File: src/rtl/pcc_err_scan.sv
// Exhaustive error-scan driver for popcount-compare circuits: walks every pos/neg
// combination, checks the attached pcc decision, counts mismatches. Optional: PCC_SCAN_FIRSTERR_EN.
module pcc_err_scan #(
  parameter int NPOS    = 2,
  parameter int NNEG    = 4,
  parameter int DUT_LAT = 0
) (
  input  logic                 clk,
  input  logic                 rst,
  input  logic                 start,
  output logic [NPOS-1:0]      vec_pos,
  output logic [NNEG-1:0]      vec_neg,
  input  logic                 dut_out,
  output logic                 busy,
  output logic                 done,
  output logic [NPOS+NNEG:0]   err_count,
  output logic [NPOS+NNEG:0]   false_pos,
  output logic [NPOS+NNEG:0]   false_neg
`ifdef PCC_SCAN_FIRSTERR_EN
  ,
  output logic [NPOS+NNEG-1:0] first_err_idx,
  output logic                 first_err_vld
`endif
);

  localparam int IW = NPOS + NNEG;
  localparam logic [IW-1:0] IDX_LAST = '1;
  localparam logic [IW-1:0] IDX_ONE  = 1;
  localparam logic [IW:0]   CNT_ONE  = 1;
  localparam logic [1:0]    DRAIN_LAST = 2'(DUT_LAT);

  localparam logic [1:0] S_IDLE  = 2'd0;
  localparam logic [1:0] S_SCAN  = 2'd1;
  localparam logic [1:0] S_DRAIN = 2'd2;
  localparam logic [1:0] S_DONE  = 2'd3;

`ifdef PCC_SCAN_FIRSTERR_EN
  localparam int PW = IW + 2;
`else
  localparam int PW = 2;
`endif

  logic [1:0]    state_q, state_d;
  logic [IW-1:0] idx_q, idx_d;
  logic [1:0]    drain_q, drain_d;
  logic          done_q, done_d;
  logic [IW:0]   err_q, err_d, fp_q, fp_d, fn_q, fn_d;
  logic          accept;
  logic          cur_exact, cur_vld, mismatch;
  logic [PW-1:0] cur_word, tap_word;

  function automatic logic [IW:0] pc(input logic [IW-1:0] v);
    logic [IW:0] c;
    c = '0;
    for (int i = 0; i < IW; i++) c = c + {{IW{1'b0}}, v[i]};
    return c;
  endfunction

  assign accept    = start && (state_q == S_IDLE || state_q == S_DONE);
  assign cur_vld   = (state_q == S_SCAN);
  assign cur_exact = pc({{NNEG{1'b0}}, idx_q[NPOS-1:0]}) >= pc({{NPOS{1'b0}}, idx_q[IW-1:NPOS]});

`ifdef PCC_SCAN_FIRSTERR_EN
  assign cur_word = {idx_q, cur_exact, cur_vld};
`else
  assign cur_word = {cur_exact, cur_vld};
`endif

  // The reference result travels alongside the vector so it lines up with dut_out.
  generate
    if (DUT_LAT == 0) begin : g_nodly
      assign tap_word = cur_word;
    end else begin : g_dly
      logic [PW-1:0] dly_q [DUT_LAT];
      always_ff @(posedge clk) begin
        if (rst) begin
          for (int i = 0; i < DUT_LAT; i++) dly_q[i] <= '0;
        end else begin
          dly_q[0] <= cur_word;
          for (int i = 1; i < DUT_LAT; i++) dly_q[i] <= dly_q[i-1];
        end
      end
      assign tap_word = dly_q[DUT_LAT-1];
    end
  endgenerate

  assign mismatch = tap_word[0] && (dut_out != tap_word[1]);

  always_comb begin
    state_d = state_q;
    idx_d   = idx_q;
    drain_d = drain_q;
    done_d  = 1'b0;
    case (state_q)
      S_IDLE, S_DONE: begin
        if (start) begin
          state_d = S_SCAN;
          idx_d   = '0;
        end
      end
      S_SCAN: begin
        if (idx_q == IDX_LAST) begin
          state_d = S_DRAIN;
          drain_d = 2'd0;
        end else begin
          idx_d = idx_q + IDX_ONE;
        end
      end
      default: begin
        if (drain_q == DRAIN_LAST) begin
          state_d = S_DONE;
          done_d  = 1'b1;
        end else begin
          drain_d = drain_q + 2'd1;
        end
      end
    endcase
  end

  always_comb begin
    err_d = err_q;
    fp_d  = fp_q;
    fn_d  = fn_q;
    if (accept) begin
      err_d = '0;
      fp_d  = '0;
      fn_d  = '0;
    end else if (mismatch) begin
      err_d = err_q + CNT_ONE;
      if (dut_out) fp_d = fp_q + CNT_ONE;
      else         fn_d = fn_q + CNT_ONE;
    end
  end

  always_ff @(posedge clk) begin
    if (rst) begin
      state_q <= S_IDLE;
      idx_q   <= '0;
      drain_q <= 2'd0;
      done_q  <= 1'b0;
      err_q   <= '0;
      fp_q    <= '0;
      fn_q    <= '0;
    end else begin
      state_q <= state_d;
      idx_q   <= idx_d;
      drain_q <= drain_d;
      done_q  <= done_d;
      err_q   <= err_d;
      fp_q    <= fp_d;
      fn_q    <= fn_d;
    end
  end

`ifdef PCC_SCAN_FIRSTERR_EN
  logic [IW-1:0] fe_idx_q, fe_idx_d;
  logic          fe_vld_q, fe_vld_d;

  always_comb begin
    fe_idx_d = fe_idx_q;
    fe_vld_d = fe_vld_q;
    if (accept) begin
      fe_idx_d = '0;
      fe_vld_d = 1'b0;
    end else if (mismatch && !fe_vld_q) begin
      fe_idx_d = tap_word[PW-1:2];
      fe_vld_d = 1'b1;
    end
  end

  always_ff @(posedge clk) begin
    if (rst) begin
      fe_idx_q <= '0;
      fe_vld_q <= 1'b0;
    end else begin
      fe_idx_q <= fe_idx_d;
      fe_vld_q <= fe_vld_d;
    end
  end

  assign first_err_idx = fe_idx_q;
  assign first_err_vld = fe_vld_q;
`endif

  assign vec_pos   = idx_q[NPOS-1:0];
  assign vec_neg   = idx_q[IW-1:NPOS];
  assign busy      = (state_q == S_SCAN) || (state_q == S_DRAIN);
  assign done      = done_q;
  assign err_count = err_q;
  assign false_pos = fp_q;
  assign false_neg = fn_q;

endmodule

File: config.mk
export PLATFORM = sky130hd
export DESIGN_NAME = pcc_err_scan
export DESIGN_NICKNAME = d
export VERILOG_FILES = /design/src/rtl/pcc_err_scan.sv
export SDC_FILE = /design/constraint.sdc
export NUM_CORES = 1
export LEC_CHECK = 0
export ABC_AREA = 1
export CORE_UTILIZATION = 55
export DETAILED_ROUTE_END_ITERATION = 7
export PLACE_DENSITY = 0.83
export RECOVER_POWER = 50
export REMOVE_ABC_BUFFERS = 1
export SLEW_MARGIN = 20
export SYNTH_ARGS = -nofsm -noshare
export SYNTH_HDL_FRONTEND = slang
export SYNTH_SLANG_ARGS = --single-unit
File: constraint.sdc
create_clock -name clk -period 4.3 [get_ports clk]
set_input_delay 0.86 -clock clk [delete_from_list [all_inputs] [get_ports clk]]
set_output_delay 0.86 -clock clk [all_outputs]
set_load 0.03 [all_outputs]
==> summary.md <==
| Metric | Value |
|---|---|
| Clock power share | `26.4%` |
| Die W | `~60 um` |
| Synth Area in Simple Gates | `29.6%` |
| Status | `finished, final reports clean` |
| Sink Count | `32` |
| Num CTS Buffers | `5` |
| Largest family of logic cells by synthesized area | `simple AND/OR/NAND/NOR gates` |
| Most frequent cells in the layout | `74 x nand2_1, 32 x dfxtp_1, 28 x inv_1, 28 x a21oi_1, 20 x dlygate4sd3_1` |
| Clk pin slew, worst setup/hold paths | `0.10 ns` |
| Worst skew pair latency | `approximately 0.34 ns` |
| Wire per inst | `roughly 11 um` |
| Largest cells by area after synthesis | `dfxtp_1 35%, nand2_1 15%, ha_1 8.1%` |
| Reg2reg setup slack | `1.55 ns` |
| Worst slew margin | `51.5%` |
| Setup_tns | `0 ns` |
| GP Congestion | `between 0.8 and 0.9` |
| Crit end category | `register` |
| Nets | `about 310` |
| Worst Path Required | `4.57 ns` |
| Final setup fails | `0` |
| Total iterations of the first detailed-routing run | `4` |
| DRT antenna net count | `0` |
| Full die area | `roughly 3600 sq um` |
| Htree depth | `2` |
| Combinational power share | `a little over a third` |
| Switching share of power | `39.0%` |
| TritonCTS clock tree | `done` |
| Clock Skew | `roughly 0.014 ns` |
| Sequential power share | `between 30% and 40%` |
| Yosys reg bits | `32` |
| Drt via density | `between 5 and 6` |
| Kind of critical path | `register to register` |
| Synth warn | `0` |
| Detailed Route Iter0 Violations | `122` |
| Critical path launch point type | `register` |
| Path category of the worst min-delay check | `register to register` |
| Drt total wl | `3.72 mm` |
| Area post-placement | `2200 sq um` |
| Pwr/cell area | `386 nW/um^2` |
| Synth unique cells | `31` |
| Arr. time, crit path | `just over 3 ns` |
| Setup crit end | `err_count[2]$_SDFFE_PP0P_` |
| Seq/Total Area, Yosys | `approximately a third` |
| Site row count | `20` |
| Commonest non-fill, non-tap cell in the layout | `nand2_1` |
| Core outline area | `3130 sq um` |
| Worst-margin pin slew | `0.727 ns` |
| CTS root buf | `clkbuf_4` |
| XOR/XNOR share of the synthesized area | `about 7%` |
| CTS resizes | `0` |
| Final period util | `around 64%` |
| Slew Limit Fails | `0` |
| Max-Cap Viols | `0` |
| Vias in the first global route | `1497` |
| Hold Vio Cnt, Final | `0` |
| Largest net degree at the start of global routing | `19` |
| Internal power | `roughly 0.53 mW` |
| Unrepaired setup endpoints after global routing | `no` |
| Antenna violations before repair | `0` |
| Layout cells sized above 1 | `8.25%` |
| Post-CTS setup buffers | `0` |
| Area growth syn-to-layout | `22.9%` |
| Post-Synth Adder-Cell Area | `a little under a tenth` |
| Mux share of post-synthesis cell area | `0%` |
| N_diodes | `0` |
| I/O Pins | `33` |
| Hold buffers post-CTS | `0` |
| Placed cells | `~330` |
| DR DRC count | `0` |
| Crit path time final | `around 2.8 ns` |
| Maximum VDD drop | `between 0.3 and 0.4 mV` |
| Sw power | `0.342 mW` |
| Reg2reg start | `idx_q[2]$_SDFFE_PP0P_` |
| FF-to-FF path depth | `14` |
| Post-Synthesis Cells | `between 200 and 300` |
| WHS | `approximately 0.47 ns` |
| Global-route wire length before repair | `6.12 mm` |
| Clk buf depth | `2` |
| Die height | `roughly 60 um` |
| Final std cells w/o fill | `between 300 and 400` |
| Pleak | `around 1.0 nW` |
| Tot GR Track Use | `22.9%` |
| Crit-path max FO | `8` |
| Fmax | `roughly 0.36 GHz` |
| Via count | `between 1500 and 2000` |
| Yosys top cell by area | `dfxtp_1` |
| Crit path from | `idx_q[2]$_SDFFE_PP0P_` |
| Cell area after layout | `2270 sq um` |
| Top-area cell type share of the netlist area | `between 30% and 40%` |
| Reg-to-reg endpoint | `err_count[2]$_SDFFE_PP0P_` |
| Number of buffers added on ports | `32` |
| Area of the mapped netlist | `1850 sq um` |
| GR Overflow Total | `0` |
| Initial core utilization | `roughly three fifths` |
| Fill count | `between 200 and 300` |
| Hpwl dp | `roughly 2.7 mm` |
| Avg Synthesized Cell Area | `between 7 and 8 sq um` |
| Synth Area in Compound Gates | `roughly 11%` |
[logic make-up after synthesis]
family,count (synthesis)
AND/OR/NAND/NOR,118
AO/OA/AOI/OAI,39
buffers and inverters,38
flip-flops,32
XOR/XNOR,15
adder cells (fa/ha/maj),13
[worst max-delay path, cell delays in order (launching register included)]
cell,delay (ns)
dfxtp_1,0.44
inv_1,0.09
fa_1,0.54
inv_1,0.04
ha_1,0.17
ha_1,0.27
inv_1,0.04
ha_1,0.29
nand2_1,0.08
nand2_1,0.04
nand2_1,0.08
nand3_2,0.16
nand3_2,0.21
nand2_1,0.09
a21oi_1,0.14
[cells in the mapped netlist]
cell type / number
nand2_1: 73
dfxtp_1: 32
a21oi_1: 28
inv_1: 27
nor2_1: 13
ha_1: 12
nand4_1: 9
xor2_1: 9
nand3_1: 8
inv_2: 7
xnor2_1: 6
nand3_2: 5
o21ai_0: 5
a21oi_2: 2
buf_2: 2
nor3_1: 2
a211oi_1: 1
and2_1: 1
buf_1: 1
buf_4: 1
fa_1: 1
nand2_2: 1
nand2_4: 1
nand3_4: 1
nand3b_1: 1
nor4_1: 1
o21a_1: 1
o21ai_1: 1
o21ai_2: 1
or2_1: 1
or2_2: 1
[power groups by stage]
| stage | logic (mW) | clock network [mW] | registers (mW) |
|---|---|---|---|
| 2_1_floorplan | 0.218 | 0 | 0.361 |
| 5_1_grt | 0.347 | 0.248 | 0.337 |
| 6_report | 0.311 | 0.231 | 0.334 |
| 4_1_cts | 0.332 | 0.237 | 0.334 |
| 3_3_place_gp | 0.326 | 0 | 0.341 |
| 3_5_place_dp | 0.329 | 0 | 0.340 |
[metal layers]
metal	share of wire (%)	GRT usage (%)	vias to the layer above
li1	-	-	890
met1	45	26.2	793
met2	48	38.3	50
met3	4.3	6.71	10
met4	2.2	12.3	0
met5	0	0	-
[sequential cells by signal, summed over array words and instances, names as in the netlist]
register and cells:
false_neg 7, idx_q 6, err_count 7, drain_q 2
false_pos 7, state_q 2, done 1
[metrics by stage]
step / setup WS, ns / util (%) / total power [mW]
global placement: 1.66 / 70.4 / 0.666
finish: 1.55 / 72.6 / 0.876
global route: 1.33 / 72.6 / 0.933
floorplan: 1.59 / - / 0.579
CTS: 1.55 / 73.0 / 0.903
detailed placement: 1.59 / 70.4 / 0.669
[worst min path at each step]
stage,from,end,depth (start not counted)
3_5_place_dp,drain_q[1]$_SDFFE_PP0P_,drain_q[1]$_SDFFE_PP0P_,2
2_1_floorplan,drain_q[1]$_SDFFE_PP0P_,drain_q[1]$_SDFFE_PP0P_,2
5_1_grt,drain_q[1]$_SDFFE_PP0P_,drain_q[1]$_SDFFE_PP0P_,2
4_1_cts,drain_q[1]$_SDFFE_PP0P_,drain_q[1]$_SDFFE_PP0P_,2
6_report,drain_q[1]$_SDFFE_PP0P_,drain_q[1]$_SDFFE_PP0P_,2
3_3_place_gp,drain_q[1]$_SDFFE_PP0P_,drain_q[1]$_SDFFE_PP0P_,2
[layout make-up]
class / count / area, sq um / share of cell area [%]
Clock buffer: 5 / 37.5 / 1.65
Inverter: 34 / 128 / 5.62
Sequential cell: 32 / 641 / 28.2
Clock inverter: 3 / 42.5 / 1.87
Multi-Input combinational cell: 185 / 1050 / 46.1
Timing Repair Buffer: 32 / 320 / 14.1
Tap cell: 44 / 55.1 / 2.42
No activity file was read; power rests on OpenSTA's default activity.
